`src/rtl/mandelbrot_pkg.sv`:
```
// ============================================================================
// Module : mandelbrot_pkg
// Brief  : Shared widths, reader FSM states and helpers for the result reader.
// Rev    : 1.0 - initial release
// ============================================================================
`default_nettype none

package mandelbrot_pkg;

   localparam int NIBBLE_W = 4;
   localparam int SEL_W    = 2;

   typedef enum logic [1:0] {
      IDLE = 2'd0,
      SEL  = 2'd1,
      PUSH = 2'd2
   } reader_state_t;

   function automatic int nibbles(input int ctrwidth);
      return (ctrwidth + NIBBLE_W - 1) / NIBBLE_W;
   endfunction

endpackage

`default_nettype wire

```
`src/rtl/mandelbrot_ctr_reader_fifo.sv`:
```
// ============================================================================
// Module : pixel_fifo
// Brief  : Synchronous FIFO with a registered head; writes show up one cycle later.
// Rev    : 1.0 - initial release
// ============================================================================
`default_nettype none

module pixel_fifo #(
   parameter int WIDTH = 14,
   parameter int DEPTH = 2
) (
   input  logic             clk,
   input  logic             reset,
   input  logic             push_i,
   input  logic [WIDTH-1:0] data_i,
   output logic             accept_o,
   output logic             valid_o,
   input  logic             ready_i,
   output logic [WIDTH-1:0] data_o
);

   localparam int AW = (DEPTH > 1) ? $clog2(DEPTH) : 1;
   localparam int CW = AW + 1;

   logic [WIDTH-1:0] mem_q [DEPTH];
   logic [AW-1:0]    wptr_q, wptr_d, rptr_q, rptr_d;
   logic [CW-1:0]    count_q, count_d;
   logic             valid_q, valid_d;
   logic [WIDTH-1:0] head_q, head_d;
   logic             full, pop, wr;

   assign full     = (count_q == CW'(DEPTH));
   assign pop      = valid_q & ready_i;
   assign accept_o = ~full | pop;
   assign wr       = push_i & accept_o;
   assign valid_o  = valid_q;
   assign data_o   = head_q;

   // Head is refilled only from entries that were already stored, so a push
   // into an empty queue is not bypassed to the outputs.
   always_comb begin
      wptr_d  = wptr_q + AW'(wr);
      rptr_d  = rptr_q + AW'(pop);
      count_d = count_q + CW'(wr) - CW'(pop);
      valid_d = (count_q - CW'(pop)) != '0;
      head_d  = valid_d ? mem_q[rptr_d] : head_q;
   end

   always_ff @(posedge clk) begin
      if (wr) begin
         mem_q[wptr_q] <= data_i;
      end
   end

   always_ff @(posedge clk) begin
      if (reset) begin
         wptr_q  <= '0;
         rptr_q  <= '0;
         count_q <= '0;
         valid_q <= 1'b0;
         head_q  <= '0;
      end else begin
         wptr_q  <= wptr_d;
         rptr_q  <= rptr_d;
         count_q <= count_d;
         valid_q <= valid_d;
         head_q  <= head_d;
      end
   end

endmodule

`default_nettype wire

```
`src/rtl/mandelbrot_ctr_reader.sv`:
```
// ============================================================================
// Module : mandelbrot_ctr_reader
// Brief  : Reassembles nibble-muxed iteration counts, tags them with (x,y,last)
//          and queues them behind a valid/ready stream.
// Rev    : 1.0 - initial release
// ============================================================================
`default_nettype none

module mandelbrot_ctr_reader
   import mandelbrot_pkg::*;
#(
   parameter  int CTRWIDTH   = 7,
   parameter  int SETTLE     = 2,
   parameter  int IMG_W      = 80,
   parameter  int IMG_H      = 60,
   parameter  int FIFO_DEPTH = 2,
   localparam int XW         = $clog2(IMG_W),
   localparam int YW         = $clog2(IMG_H)
) (
   input  logic                clk,
   input  logic                reset,
   input  logic [3:0]          ctr_nibble,
   input  logic                new_ctr,
   output logic [SEL_W-1:0]    ctr_select,
   output logic                pix_valid,
   input  logic                pix_ready,
   output logic [CTRWIDTH-1:0] pix_ctr,
   output logic [XW-1:0]       pix_x,
   output logic [YW-1:0]       pix_y,
   output logic                pix_last,
   output logic                busy,
   output logic                overrun,
   input  logic                clr_overrun
);

   localparam int NIBBLES = nibbles(CTRWIDTH);
   localparam int SW      = $clog2(SETTLE + 1);
   localparam int FW      = CTRWIDTH + XW + YW + 1;

   reader_state_t       state_q, state_d;
   logic                new_q, prev_q;
   logic [SEL_W-1:0]    k_q, k_d;
   logic [SW-1:0]       settle_q, settle_d;
   logic [CTRWIDTH-1:0] asm_q, asm_d;
   logic [XW-1:0]       x_q, x_d;
   logic [YW-1:0]       y_q, y_d;
   logic                overrun_q, overrun_d;
   logic                edge_det, push, accept, x_end, y_end;
   logic [FW-1:0]       fifo_out;

   assign edge_det   = new_q & ~prev_q;
   assign x_end      = (x_q == XW'(IMG_W - 1));
   assign y_end      = (y_q == YW'(IMG_H - 1));
   assign ctr_select = k_q;
   assign busy       = (state_q != IDLE);
   assign overrun    = overrun_q;

   always_comb begin
      state_d   = state_q;
      k_d       = k_q;
      settle_d  = settle_q;
      asm_d     = asm_q;
      x_d       = x_q;
      y_d       = y_q;
      overrun_d = overrun_q;
      push      = 1'b0;

      unique case (state_q)
         IDLE: begin
            if (edge_det) begin
               state_d  = SEL;
               k_d      = '0;
               settle_d = SW'(SETTLE);
            end
         end
         SEL: begin
            if (settle_q != '0) begin
               settle_d = settle_q - SW'(1);
            end else begin
               // Bits of the top nibble beyond CTRWIDTH simply have no home.
               for (int b = 0; b < CTRWIDTH; b++) begin
                  if (b / NIBBLE_W == int'(k_q)) begin
                     asm_d[b] = ctr_nibble[b % NIBBLE_W];
                  end
               end
               if (k_q == SEL_W'(NIBBLES - 1)) begin
                  state_d = PUSH;
               end else begin
                  k_d      = k_q + SEL_W'(1);
                  settle_d = SW'(SETTLE);
               end
            end
         end
         PUSH: begin
            if (accept) begin
               push    = 1'b1;
               k_d     = '0;
               state_d = IDLE;
               if (x_end) begin
                  x_d = '0;
                  y_d = y_end ? '0 : y_q + YW'(1);
               end else begin
                  x_d = x_q + XW'(1);
               end
            end
         end
         default: begin
            state_d = IDLE;
            k_d     = '0;
         end
      endcase

      if (edge_det && state_q != IDLE) begin
         overrun_d = 1'b1;
      end else if (clr_overrun) begin
         overrun_d = 1'b0;
      end
   end

   always_ff @(posedge clk) begin
      if (reset) begin
         state_q   <= IDLE;
         new_q     <= 1'b0;
         prev_q    <= 1'b0;
         k_q       <= '0;
         settle_q  <= '0;
         asm_q     <= '0;
         x_q       <= '0;
         y_q       <= '0;
         overrun_q <= 1'b0;
      end else begin
         state_q   <= state_d;
         new_q     <= new_ctr;
         prev_q    <= new_q;
         k_q       <= k_d;
         settle_q  <= settle_d;
         asm_q     <= asm_d;
         x_q       <= x_d;
         y_q       <= y_d;
         overrun_q <= overrun_d;
      end
   end

   pixel_fifo #(
      .WIDTH (FW),
      .DEPTH (FIFO_DEPTH)
   ) u_fifo (
      .clk      (clk),
      .reset    (reset),
      .push_i   (push),
      .data_i   ({asm_q, x_q, y_q, x_end & y_end}),
      .accept_o (accept),
      .valid_o  (pix_valid),
      .ready_i  (pix_ready),
      .data_o   (fifo_out)
   );

   assign {pix_ctr, pix_x, pix_y, pix_last} = fifo_out;

endmodule

`default_nettype wire
```
`config.mk`:
```
export PLATFORM = sky130hd
export DESIGN_NAME = mandelbrot_ctr_reader
export DESIGN_NICKNAME = d
export VERILOG_FILES = /design/src/rtl/mandelbrot_pkg.sv /design/src/rtl/mandelbrot_ctr_reader_fifo.sv /design/src/rtl/mandelbrot_ctr_reader.sv
export SDC_FILE = /design/constraint.sdc
export NUM_CORES = 1
export LEC_CHECK = 0
export CORE_MARGIN = 3
export CORE_UTILIZATION = 45
export CTS_CLUSTER_SIZE = 14
export DETAILED_ROUTE_END_ITERATION = 8
export PLACE_DENSITY_LB_ADDON = 0.12
export SYNTH_ARGS = -nofsm -noshare
export SYNTH_HDL_FRONTEND = slang
export SYNTH_SLANG_ARGS = --single-unit
export TNS_END_PERCENT = 1
```
`constraint.sdc`:
```
create_clock -name clk -period 2.2 [get_ports clk]
set_input_delay 0.55 -clock clk [delete_from_list [all_inputs] [get_ports clk]]
set_output_delay 0.55 -clock clk [all_outputs]
set_load 0.02 [all_outputs]
```
Yosys cells after proc, flatten, opt, wreduce, memory -nomap -nowiden
Memory sizes are Yosys's and may differ from the RTL's. A register that Yosys moved wholly into a read port is not among the register bits.
Index checks and enable logic that the tools add are counted.
{ "op_classes": {"add_sub_neg": 9, "eq_ne": 13, "muxes": 21, "bitwise_logic": 8, "reduce_logical": 15} }
{ "op_table": {"columns": ["operator", "n"], "rows": [
  ["2-to-1 mux 2 bit", 10],
  ["case mux 2 bit (3 select lines)", 2],
  ["AND reduction 3 bit", 4],
  ["nonzero test 2 bit", 5],
  ["!= test 2 bit, second input constant", 4],
  ["AND reduction 4 bit", 2],
  ["adder 7 x 1 -> 7 bit, second input constant", 1],
  ["equality test 7 bit, second input constant", 1],
  ["2-to-1 mux 7 bit", 1],
  ["adder 6 x 1 -> 6 bit, second input constant", 1],
  ["equality test 6 bit, second input constant", 1],
  ["2-to-1 mux 1 bit", 6],
  ["2-to-1 mux 6 bit", 1],
  ["AND 1 bit", 4],
  ["equality test 2 x 1 -> 1 bit, second input constant", 2],
  ["equality test 2 bit, second input constant", 2],
  ["zero test 2 bit", 2],
  ["case mux 2 bit (2 select lines)", 1],
  ["subtractor 2 x 1 -> 2 bit", 2],
  ["!= test 3 bit, second input constant", 1],
  ["inverter 1 bit", 3],
  ["adder 1 bit", 2],
  ["adder 2 x 1 -> 2 bit", 1],
  ["adder 2 x 1 -> 2 bit, second input constant", 1],
  ["6 further kinds", 6]
]} }
{ "word_totals": {"regBits": 34, "mem_bits_rw": 42, "input_bits": 9, "elab_cells": 81, "mem_count": 1} }
{ "memory_table": {"columns": ["memory", "depth", "width", "rd", "rd_ports_with_merged_regs", "wr", "line", "rtl"], "rows": [
  ["u_fifo.mem_q", 2, 21, 1, 1, 1, "mandelbrot_ctr_reader_fifo.sv:25", "logic [WIDTH-1:0] mem_q [DEPTH];"]
]} }

Logic depth before layout (Yosys ltp)
Gate-level depths: netlist of run 1.
{ "logic_depth": {"ltp_word": 8, "mapped_depth": 6, "ltp_nobuf": 6} }

By module
From an unflattened synthesis of run 1, not the netlist that was laid out.
{ "hier_totals": {"hier_cells": 344, "area_unflattened_um2": 3917.5} }
{ "modules_own_cells": {"columns": ["mod", "n_inst", "cells_per_inst", "area_each_um2", "seq_area_each_um2"], "rows": [
  ["pixel_fifo", 1, 195, 2583.7, 1781.7],
  ["mandelbrot_ctr_reader", 1, 149, 1333.8, 580.6]
]} }

Worst setup path before layout of run 1
Ideal clock, no wire load.
{ "synth_timing": {"kind": "in2reg", "from": "input port pix_ready", "to": "memory u_fifo.mem_q[0][0] in the netlist's numbering, enable pin", "setup_time_ns": 0.379, "arrival_time_ns": 1.560, "slack_ns": 0.261, "cell_stages": 3, "cell_sequence": "nand2_1 a21oi_1 ha_1"} }
{ "synth_via": {"elab_chain_len": 7} }
{ "synth_rtl": {"columns": ["item", "line", "rtl"], "rows": [
  ["from (decl)", "mandelbrot_ctr_reader.sv:26", "input logic pix_ready,"],
  ["AND 1 bit", "mandelbrot_ctr_reader_fifo.sv:33", "assign pop = valid_q & ready_i;"],
  ["bitwise OR 1 bit", "mandelbrot_ctr_reader_fifo.sv:34", "assign accept_o = ~full | pop;"],
  ["2-to-1 mux 1 bit", "mandelbrot_ctr_reader.sv:95", "if (accept) begin"],
  ["2-to-1 mux 1 bit", "mandelbrot_ctr_reader.sv:68", "unique case (state_q)"],
  ["via push", "mandelbrot_ctr_reader.sv:48", "logic edge_det, push, accept, x_end, y_end;"],
  ["AND 1 bit", "mandelbrot_ctr_reader_fifo.sv:35", "assign wr = push_i & accept_o;"],
  ["2-to-1 mux 1 bit", "mandelbrot_ctr_reader_fifo.sv:50", "if (wr) begin"],
  ["2-to-1 mux 1 bit (not written as such)", "mandelbrot_ctr_reader_fifo.sv:51", "mem_q[wptr_q] <= data_i;"],
  ["to (decl)", "mandelbrot_ctr_reader_fifo.sv:25", null]
]} }
The timed path passes the listed nets, and every way through them passes these cells.

Worst setup path in the final report of run 1
{ "layout_timing": {"from": "register state_q[1]", "to": "output port busy"} }
{ "layout_via": {"elab_chain_len": 1} }
{ "layout_rtl": {"columns": ["item", "line", "rtl"], "rows": [
  ["from (decl)", "mandelbrot_ctr_reader.sv:40", "reader_state_t state_q, state_d;"],
  ["from (signal assigned)", "mandelbrot_ctr_reader.sv:132", "state_q <= state_d;"],
  ["nonzero test 2 bit", "mandelbrot_ctr_reader.sv:55", "assign busy = (state_q != IDLE);"],
  ["to (decl)", "mandelbrot_ctr_reader.sv:31", "output logic busy,"]
]} }
No other way between the ends.

==> summary.json, run 1 <==
{
  "yosys.cell_count.top_type": {"value": "dfxtp_1"},
  "clock_tree_buffer_depth": {"value": 2},
  "hpwl": {"value": 4420, "unit": "um"},
  "synthDominantAreaCellType": {"value": "edfxtp_1"},
  "criticalPathCategory": {"value": "flip-flop to output port"},
  "synth_area_leaders": {"value": "edfxtp_1, dfxtp_1, mux2i_1"},
  "grt-ovfl-total": {"value": 0},
  "synth-seq-cells": {"value": 97},
  "dp_slack": {"value": -0.0446, "unit": "ns"},
  "design_area": {"value": 4530, "unit": "um^2"},
  "synth_cell_type_count": {"value": 44},
  "h-tree-depth": {"value": 3},
  "layout_setup_ws": {"value": 0.0612, "unit": "ns"},
  "floorplan.core_area": {"value": 7970, "unit": "um^2"},
  "dp_cells": {"value": 443},
  "cts_root_buffer": {"value": "clkbuf_8"},
  "die-height": {"value": 97.8, "unit": "um"},
  "gp_congestion": {"value": 0.790},
  "postSynth.topFlopCell": {"value": "dfxtp_1"},
  "io_pins": {"value": 35},
  "final.setup_skew": {"value": 0.0102, "unit": "ns"},
  "grt_pass1_vias": {"value": 2353},
  "edff_count_synth": {"value": 42},
  "final-instance-count-excl-fill": {"value": 459},
  "clkSinkCount": {"value": 97},
  "drt_pass1_iterations": {"value": 4},
  "min_period_over_period": {"value": 97.2, "unit": "%"},
  "clk_pin_slew_worst_paths": {"value": 0.09, "unit": "ns"},
  "numPortBuffers": {"value": 34},
  "drv.max_cap_violation_count": {"value": 0},
  "synthesis.nets": {"value": 325},
  "postSynth.asyncResetShare": {"value": 0, "unit": "%"},
  "maximum_number_of_pins_on_one_net_before_global_route_repair": {"value": 43},
  "power.density": {"value": 728, "unit": "nW/um^2"},
  "share_seq_of_total_power": {"value": 57.7, "unit": "%"},
  "antenna_cells": {"value": 0},
  "post_cts_resize_count": {"value": 0},
  "postRouteAntennaNets": {"value": 0},
  "p_switching": {"value": 0.000689, "unit": "W"},
  "core.rowCount": {"value": 32},
  "detailedRoute.firstIterationViolations": {"value": 53},
  "synthToLayoutAreaGrowth": {"value": 19.5, "unit": "%"},
  "post-route-min-period": {"value": 2.14, "unit": "ns"},
  "tritoncts": {"value": "built"},
  "cts.repair_timing.setup_buffer_count": {"value": 0},
  "die_width": {"value": 97.8, "unit": "um"},
  "worst_hold_path_type": {"value": "flip-flop to flip-flop"},
  "mean_routed_wirelength_per_cell": {"value": 14.2, "unit": "um"},
  "nNetsFinal": {"value": 368},
  "placedInstanceArea": {"value": 4320, "unit": "um^2"},
  "average_footprint_of_a_synthesized_cell": {"value": 12.3, "unit": "um^2"},
  "drive_above_1_share": {"value": 8.68, "unit": "%"},
  "final.setup.tns": {"value": 0, "unit": "ns"},
  "worstSetupEndpointType": {"value": "output port"},
  "ys_top_cells_by_count": {"value": "dfxtp_1, edfxtp_1, nor2_1"},
  "drt-total-wl": {"value": 6530, "unit": "um"},
  "cts_hold_repair.buffers": {"value": 0},
  "critPathMaxFanout": {"value": 6},
  "p_int": {"value": 0.00261, "unit": "W"},
  "drc": {"value": 0},
  "starting_density": {"value": 47.6, "unit": "%"},
  "share_clk_of_total_power": {"value": 37.1, "unit": "%"},
  "startpoint_type": {"value": "flip-flop"},
  "worst-endpoint-arrival": {"value": 1.59, "unit": "ns"},
  "die-area": {"value": 9560, "unit": "um^2"},
  "tightest_slew": {"value": 0.517, "unit": "ns"},
  "status": {"value": "finished clean"},
  "synthesis.yosys.warnings": {"value": 0},
  "antenna_found_initial": {"value": 0},
  "power.share.switching": {"value": 20.9, "unit": "%"},
  "route.vias.total": {"value": 2366},
  "finalSetupViolCount": {"value": 0},
  "drv_slew": {"value": 0},
  "via_per_inst": {"value": 5.15},
  "worst_ir_drop_vdd": {"value": 383, "unit": "uV"},
  "synth.yosys.seq_area_share": {"value": 62.3, "unit": "%"},
  "comb_power_share": {"value": 5.2, "unit": "%"},
  "rsz_0062_raised_after_global_routing": {"value": "false"},
  "cp_data_required_time": {"value": 1.65, "unit": "ns"},
  "worst_slew_margin_rel": {"value": 65.5, "unit": "%"},
  "cts_buffers": {"value": 9},
  "post_synth_inst_count": {"value": 309},
  "grt_usage": {"value": 14.8, "unit": "%"},
  "yosysTopAreaCellShare": {"value": 33.3, "unit": "%"},
  "max_clock_freq": {"value": 468, "unit": "MHz"},
  "wire_length_of_the_first_global_routing_pass": {"value": 11300, "unit": "um"},
  "hold_viol_final": {"value": 0},
  "clk_latency": {"value": 0.35, "unit": "ns"},
  "power.leakage": {"value": 1.71, "unit": "nW"},
  "synth.cell_area": {"value": 3790, "unit": "um^2"}
}
==> final timing paths <==
path                                  start                 end  slack (ns)  depth (start not counted)
worst max-delay path             state_q[1]                busy        0.06                          2
worst min-delay path            settle_q[0]         settle_q[0]        0.47                          2
worst max register to register   state_q[0]  u_fifo.mem_q[0][0]        0.39                          5
worst min register to register  settle_q[0]         settle_q[0]        0.47                          2
==> through the flow <==
stage	util, %	power [W]	hold slack (ns)
final	56.8	0.00330	0.465
after global routing	56.8	0.00345	0.488
after global placement	54.2	0.00212	0.434
after CTS	56.8	0.00333	0.468
after floorplan	-	0.00205	0.425
after detailed placement	54.2	0.00212	0.443
==> placed cells by master, fill, tap and decap left out, types with 3 or more instances in the layout <==
master	synthesis	layout
dfxtp_1	55	55
nor2_1	42	42
edfxtp_1	42	42
clkdlybuf4s50_1	0	33
mux2i_1	31	31
a211oi_1	23	23
nand2_1	11	11
a21oi_1	11	11
inv_1	9	9
clkbuf_8	0	9
nor2b_1	7	7
ha_1	7	7
buf_4	0	7
nand3_1	6	6
buf_12	0	5
nand2b_1	4	4
o21ai_0	4	4
xnor2_1	4	4
and2_1	3	3
nor3_1	3	3
o2111ai_1	3	3
==> layout make-up <==
class	count	area (um^2)
sequential	97	2360
clock inverter	5	80.1
clock buffer	11	131
inverter	9	33.8
tap	102	128
multi-input combinational	189	1310
timing repair buffer	46	488
fill	683	3440
==> worst max-delay path, stage by stage, from the launching register on <==
cell and delay, ns:
dfxtp_1 0.37, or2_2 0.32, clkdlybuf4s50_1 0.55
==> power by group through the flow <==
stage / combinational, W / clock, W / sequential [W]
5_1_grt: 0.000191 / 0.00135 / 0.00191
3_3_place_gp: 0.000173 / 0 / 0.00194
2_1_floorplan: 0.0000871 / 0 / 0.00196
6_report: 0.000172 / 0.00122 / 0.00190
4_1_cts: 0.000174 / 0.00125 / 0.00190
3_5_place_dp: 0.000173 / 0 / 0.00194
==> cells by family (layout without fill, tap and decap cells) <==
| logic type | Yosys count | count (layout) | synth area share, % |
|---|---|---|---|
| AO/OA/AOI/OAI | 54 | 54 | 10.2 |
| multiplexers | 31 | 31 | 8.19 |
| XOR/XNOR | 7 | 7 | 2.11 |
| buffers and inverters | 23 | 71 | 3.20 |
| adder cells (fa/ha/maj) | 7 | 7 | 2.31 |
| flip-flops | 97 | 97 | 62.3 |
| AND/OR/NAND/NOR | 90 | 90 | 11.7 |
==> layer usage <==
| metal | global-route usage, % | share of wire (%) | vias to the layer above | wire (um) |
|---|---|---|---|---|
| li1 | - | - | 1224 | - |
| met1 | 19.3 | 49 | 1099 | 3190 |
| met2 | 23.5 | 46 | 33 | 3030 |
| met3 | 4.07 | 3.2 | 10 | 207 |
| met4 | 5.75 | 1.5 | 0 | 97 |
| met5 | 0 | 0 | - | 0 |
==> state kept, by name, summed over array words and instances, names as in the netlist <==
signal          cells
u_fifo.mem_q       42
u_fifo.data_o      21
asm_q               7
x_q                 7
y_q                 6
ctr_select          2
settle_q            2
state_q             2
u_fifo.count_q      2
new_q               1
overrun             1
prev_q              1
u_fifo.rptr_q       1
u_fifo.valid_o      1
u_fifo.wptr_q       1
Power figures use the tool's default switching activity.
==> run 2: changes to the inputs <==
Settings changed: ABC_AREA set to 1, HOLD_SLACK_MARGIN set to 0.15.
==> summary.json, run 2 <==
{
  "status": {"value": "finished clean"},
  "mean_routed_wirelength_per_cell": {"value": 12.7, "unit": "um"},
  "fin_total_pwr": {"value": 0.00363, "unit": "W"},
  "yosys.cell_count.top_type": {"value": "nand2_1"},
  "number_of_stages_on_the_worst_hold_path": {"value": 2},
  "synth.cell_area": {"value": 3990, "unit": "um^2"},
  "tritoncts": {"value": "built"},
  "synthDominantAreaCellType": {"value": "edfxtp_1"},
  "cts_root_buffer": {"value": "clkbuf_8"},
  "clkSinkCount": {"value": 97},
  "drv.max_cap_violation_count": {"value": 0},
  "h-tree-depth": {"value": 3},
  "nNetsFinal": {"value": 494},
  "die-height": {"value": 100, "unit": "um"},
  "synth-seq-cells": {"value": 97},
  "worst_ir_drop_vdd": {"value": 293, "unit": "uV"},
  "dp_slack": {"value": 0.126, "unit": "ns"},
  "starting_density": {"value": 47.3, "unit": "%"},
  "worst_reg_to_reg_cells": {"value": 8},
  "synthToLayoutAreaGrowth": {"value": 18.2, "unit": "%"},
  "via_per_inst": {"value": 4.84},
  "startpoint_type": {"value": "flip-flop"},
  "clk_pin_slew_worst_paths": {"value": 0.08, "unit": "ns"},
  "grt_usage": {"value": 15.6, "unit": "%"},
  "post_cts_resize_count": {"value": 0},
  "hold_viol_final": {"value": 0},
  "synthesis.yosys.warnings": {"value": 0},
  "wire_length_of_the_first_global_routing_pass": {"value": 12400, "unit": "um"},
  "sequential_cell_area": {"value": 2360, "unit": "um^2"},
  "route.vias.total": {"value": 2848},
  "drt_pass1_iterations": {"value": 5},
  "hpwl": {"value": 5200, "unit": "um"},
  "multiInputGateArea": {"value": 1400, "unit": "um^2"},
  "drive_above_1_share": {"value": 9.52, "unit": "%"},
  "final.setup_skew": {"value": 0.0152, "unit": "ns"},
  "ys_top_cells_by_count": {"value": "nand2_1, nand3_1, dfxtp_1"},
  "critPathMaxFanout": {"value": 4},
  "tightest_slew": {"value": 0.351, "unit": "ns"},
  "finalSetupViolCount": {"value": 0},
  "r2r_setup_slack": {"value": 0.66, "unit": "ns"},
  "postSynth.asyncResetShare": {"value": 0, "unit": "%"},
  "power.leakage": {"value": 1.90, "unit": "nW"},
  "r2r_start": {"value": "x_q[0]"},
  "core.rowCount": {"value": 33},
  "drc": {"value": 0},
  "antenna_found_initial": {"value": 0},
  "average_footprint_of_a_synthesized_cell": {"value": 9.12, "unit": "um^2"},
  "worst_slew_margin_rel": {"value": 76.4, "unit": "%"},
  "fillers": {"value": 773},
  "grt_pass1_vias": {"value": 2651},
  "yosysTopAreaCellShare": {"value": 31.6, "unit": "%"},
  "antenna_cells": {"value": 0},
  "worst-endpoint-arrival": {"value": 1.52, "unit": "ns"},
  "layout_setup_ws": {"value": 0.133, "unit": "ns"},
  "grt-ovfl-total": {"value": 0},
  "floorplan.core_area": {"value": 8420, "unit": "um^2"},
  "worstSetupEndpointType": {"value": "output port"},
  "cp_data_required_time": {"value": 1.65, "unit": "ns"},
  "min-delay-start": {"value": "new_q"},
  "cts_buffers": {"value": 9},
  "synth_area_leaders": {"value": "edfxtp_1, dfxtp_1, nand2_1"},
  "criticalPathCategory": {"value": "flip-flop to output port"},
  "synth_cell_type_count": {"value": 26},
  "final.setup.tns": {"value": 0, "unit": "ns"},
  "power.density": {"value": 771, "unit": "nW/um^2"},
  "most-common-layout-cells": {"value": "nand2_1, nand3_1, dfxtp_1"},
  "die-area": {"value": 10000, "unit": "um^2"},
  "largest_register_ffs": {"value": 42},
  "maximum_number_of_pins_on_one_net_before_global_route_repair": {"value": 40},
  "post_synth_inst_count": {"value": 437},
  "min_period_over_period": {"value": 94.0, "unit": "%"},
  "die_width": {"value": 100, "unit": "um"},
  "numPortBuffers": {"value": 34},
  "holdPathEnd": {"value": "prev_q"},
  "clock_tree_buffer_depth": {"value": 2},
  "synthesis.nets": {"value": 453},
  "post-route-min-period": {"value": 2.07, "unit": "ns"},
  "top_reg_by_flops": {"value": "u_fifo.mem_q"},
  "gp_congestion": {"value": 0.827},
  "clk_latency": {"value": 0.36, "unit": "ns"},
  "postSynth.topFlopCell": {"value": "dfxtp_1"},
  "detailedRoute.firstIterationViolations": {"value": 114},
  "cts_hold_repair.buffers": {"value": 0},
  "rsz_0062_raised_after_global_routing": {"value": "false"},
  "edff_count_synth": {"value": 42},
  "worst_hold_path_type": {"value": "flip-flop to flip-flop"},
  "layout_commonest_cell": {"value": "nand2_1"},
  "cts.repair_timing.setup_buffer_count": {"value": 0},
  "synth.yosys.seq_area_share": {"value": 59.3, "unit": "%"},
  "drt-total-wl": {"value": 7440, "unit": "um"},
  "reg2reg_to": {"value": "x_q[6]"},
  "drv_slew": {"value": 0},
  "io_pins": {"value": 35},
  "max_clock_freq": {"value": 484, "unit": "MHz"},
  "postRouteAntennaNets": {"value": 0}
}
[run 2: cell count changes in the layout (fill, tap and decap cells not counted), sizes merged, moves of 4 or more]
cell	previous run	this run
and2	4	0
nand2	11	140
o21ai	4	14
inv	9	32
mux2i	31	0
nor2b	7	0
nor2	42	53
a211oi	23	0
nand3	6	57
nand2b	4	0
[run 2: metal layers]
| metal | routed length (um) | part of all wire [%] | track usage (%) |
|---|---|---|---|
| met3 | 290 | 3.9 | 3.96 |
| met1 | 3780 | 51 | 21.7 |
| met2 | 3320 | 45 | 24.0 |
| met4 | 44 | 0.59 | 4.66 |
| met5 | 0 | 0 | 0 |
[run 2: cell type report]
| type | count | share of cell area (%) |
|---|---|---|
| flip-flops and latches | 97 | 50.1 |
| multi-input cells | 294 | 29.7 |
| repair buffers | 46 | 10.5 |
| clock buffers | 11 | 3.24 |
| well taps | 105 | 2.79 |
| inverters | 30 | 2.39 |
| clock inverters | 5 | 1.30 |
[run 2: critical path, stage by stage (launching register included)]
cell             delay (ns)
dfxtp_1                0.41
nor2_1                 0.09
inv_1                  0.07
clkdlybuf4s50_1        0.60
[run 2: worst max path at each step]
stage / from / to / cells after the start
2_1_floorplan: pix_ready / u_fifo.mem_q[1][0] / 4
3_3_place_gp: pix_ready / u_fifo.mem_q[1][14] / 6
3_5_place_dp: pix_ready / u_fifo.mem_q[1][16] / 6
4_1_cts: state_q[1] / busy / 3
5_1_grt: state_q[0] / busy / 3
6_report: state_q[0] / busy / 3
[run 2: report_power, final]
group / switching, W / leakage (nW) / internal [W]
Sequential: 0.0000377 / 0.811 / 0.00193
Combinational: 0.000253 / 0.981 / 0.000188
Clock: 0.000614 / 0.111 / 0.000605
[run 2: metrics by stage]
step | instances | cell area, um^2 | hold WS, ns | utilization (%)
after CTS | 588 | 4710 | 0.461 | 55.9
after floorplan | 437 | 3990 | 0.425 | -
after detailed placement | 572 | 4500 | 0.447 | 53.4
final | 588 | 4710 | 0.455 | 56.0
after global placement | 572 | 4500 | 0.438 | 53.4
after global routing | 588 | 4710 | 0.491 | 56.0
[run 2: cell families after synthesis]
| logic type | share of synthesized area, % |
|---|---|
| xor gates and xnor gates | 0.879 |
| buffers and inverters | 5.65 |
| adders and majority gates | 2.20 |
| DFF | 59.3 |
| AOI/OAI and AO/OA | 3.86 |
| and+or+nand+nor | 28.2 |
==> run 3: changes to the inputs <==
Settings changed: RECOVER_POWER set to 50, SKIP_LAST_GASP set to 1.
==> summary.json, run 3 (same netlist as run 2, synthesis figures left out) <==
{
  "io_pins": {"value": 35},
  "gr-usage-met1": {"value": 21.7, "unit": "%"},
  "worst_hold_path_type": {"value": "flip-flop to flip-flop"},
  "power.density": {"value": 778, "unit": "nW/um^2"},
  "power.share.switching": {"value": 25.0, "unit": "%"},
  "core.rowCount": {"value": 33},
  "floorplan.core_area": {"value": 8420, "unit": "um^2"},
  "dp_cells": {"value": 572},
  "cts.repair_timing.setup_buffer_count": {"value": 0},
  "rsz_0062_raised_after_global_routing": {"value": "false"},
  "worst_slew_margin_rel": {"value": 46.8, "unit": "%"},
  "numPortBuffers": {"value": 34},
  "gr-max-usage-layer": {"value": "met2"},
  "hpwl": {"value": 5200, "unit": "um"},
  "grt-ovfl-total": {"value": 0},
  "clk_latency": {"value": 0.35, "unit": "ns"},
  "status": {"value": "finished clean"},
  "clock_tree_buffer_depth": {"value": 2},
  "clkSinkCount": {"value": 97},
  "layout_commonest_cell": {"value": "nand2_1"},
  "drv.max_cap_violation_count": {"value": 0},
  "fillers": {"value": 783},
  "cp_data_required_time": {"value": 1.65, "unit": "ns"},
  "nNetsFinal": {"value": 494},
  "drive_above_1_share": {"value": 8.49, "unit": "%"},
  "final-instance-count-excl-fill": {"value": 588},
  "worst_ir_drop_vdd": {"value": 287, "unit": "uV"},
  "clk_pin_slew_worst_paths": {"value": 0.08, "unit": "ns"},
  "hold_viol_final": {"value": 0},
  "h-tree-depth": {"value": 3},
  "drt-total-wl": {"value": 7500, "unit": "um"},
  "tritoncts": {"value": "built"},
  "groute.layer.met3.usage": {"value": 3.96, "unit": "%"},
  "cts_hold_repair.buffers": {"value": 0},
  "min_period_over_period": {"value": 93.9, "unit": "%"},
  "share_seq_of_total_power": {"value": 54.5, "unit": "%"},
  "grt_usage": {"value": 15.6, "unit": "%"},
  "tightest_slew": {"value": 0.798, "unit": "ns"},
  "antenna_cells": {"value": 0},
  "grt_pass1_vias": {"value": 2651},
  "route.vias.total": {"value": 2821},
  "final.setup.tns": {"value": 0, "unit": "ns"},
  "worstSetupEndpointType": {"value": "output port"},
  "antenna_found_initial": {"value": 0},
  "post-route-min-period": {"value": 2.07, "unit": "ns"},
  "postRouteAntennaNets": {"value": 0},
  "finalSetupViolCount": {"value": 0},
  "detailedRoute.firstIterationViolations": {"value": 106},
  "largest_register_ffs": {"value": 42},
  "cts_root_buffer": {"value": "clkbuf_8"},
  "die-area": {"value": 10000, "unit": "um^2"},
  "global_route.usage.met2": {"value": 24.0, "unit": "%"},
  "cts_buffers": {"value": 9},
  "starting_density": {"value": 47.3, "unit": "%"},
  "power.leakage": {"value": 1.88, "unit": "nW"},
  "p_int": {"value": 0.00272, "unit": "W"},
  "drc": {"value": 0},
  "max_clock_freq": {"value": 484, "unit": "MHz"},
  "maximum_number_of_pins_on_one_net_before_global_route_repair": {"value": 40},
  "die_width": {"value": 100, "unit": "um"},
  "mean_routed_wirelength_per_cell": {"value": 12.8, "unit": "um"},
  "synthToLayoutAreaGrowth": {"value": 16.7, "unit": "%"},
  "post_cts_resize_count": {"value": 0},
  "wire_length_of_the_first_global_routing_pass": {"value": 12400, "unit": "um"},
  "via_per_inst": {"value": 4.80},
  "gp_congestion": {"value": 0.827},
  "worst-endpoint-arrival": {"value": 1.52, "unit": "ns"},
  "fin_total_pwr": {"value": 0.00362, "unit": "W"},
  "drt_pass1_iterations": {"value": 4},
  "p_switching": {"value": 0.000904, "unit": "W"},
  "startpoint_type": {"value": "flip-flop"},
  "top_reg_by_flops": {"value": "u_fifo.mem_q"},
  "most-common-layout-cells": {"value": "nand2_1, nand3_1, dfxtp_1"},
  "die-height": {"value": 100, "unit": "um"},
  "criticalPathCategory": {"value": "flip-flop to output port"},
  "final.setup_skew": {"value": 0.0158, "unit": "ns"},
  "critPathMaxFanout": {"value": 4},
  "drv_slew": {"value": 0},
  "share_clk_of_total_power": {"value": 33.7, "unit": "%"},
  "comb_power_share": {"value": 11.8, "unit": "%"}
}
==> run 3: layout make-up <==
type / instances / area, um^2 / share of cell area, %
inverters: 30 / 113 / 2.42
repair buffers: 46 / 440 / 9.47
multi-input cells: 294 / 1390 / 29.9
flip-flops and latches: 97 / 2360 / 50.8
clock inverters: 5 / 61.3 / 1.32
clock buffers: 11 / 153 / 3.28
well taps: 105 / 131 / 2.82
==> run 3: through the flow <==
stage / setup WS, ns / utilization, % / hold slack (ns) / instance area, um^2
floorplan: 0.0540 / - / 0.425 / 3990
global route: 0.0198 / 55.2 / 0.491 / 4650
finish: 0.134 / 55.2 / 0.455 / 4650
CTS: 0.0651 / 55.9 / 0.461 / 4710
detailed placement: 0.126 / 53.4 / 0.447 / 4500
global placement: 0.130 / 53.4 / 0.438 / 4500
==> run 3: per-layer routing <==
layer,up-vias,wire (um)
li1,1499,-
met1,1276,3740
met3,2,323
met5,-,0
met2,44,3390
met4,0,44
==> run 3: power by group through the flow <==
stage	registers [W]	logic (W)	clock network, W
floorplan	0.00207	0.000224	0
global placement	0.00201	0.000441	0
detailed placement	0.00202	0.000446	0
CTS	0.00197	0.000447	0.00126
global route	0.00198	0.000477	0.00134
finish	0.00197	0.000428	0.00122
==> run 3: path summary, 6_finish.rpt <==
kind | slack, ns | startpoint | depth (start not counted) | end
worst max register to register | 0.47 | u_fifo.valid_o | 4 | u_fifo.mem_q[0][13]
worst min register to register | 0.45 | new_q | 2 | prev_q
worst min-delay path | 0.45 | new_q | 2 | prev_q
worst max-delay path | 0.13 | state_q[0] | 3 | busy
==> run 3: critical path, cell delays in order (launching register included) <==
cell             delay [ns]
dfxtp_1                0.41
nor2_1                 0.09
inv_1                  0.07
clkdlybuf4s50_1        0.60
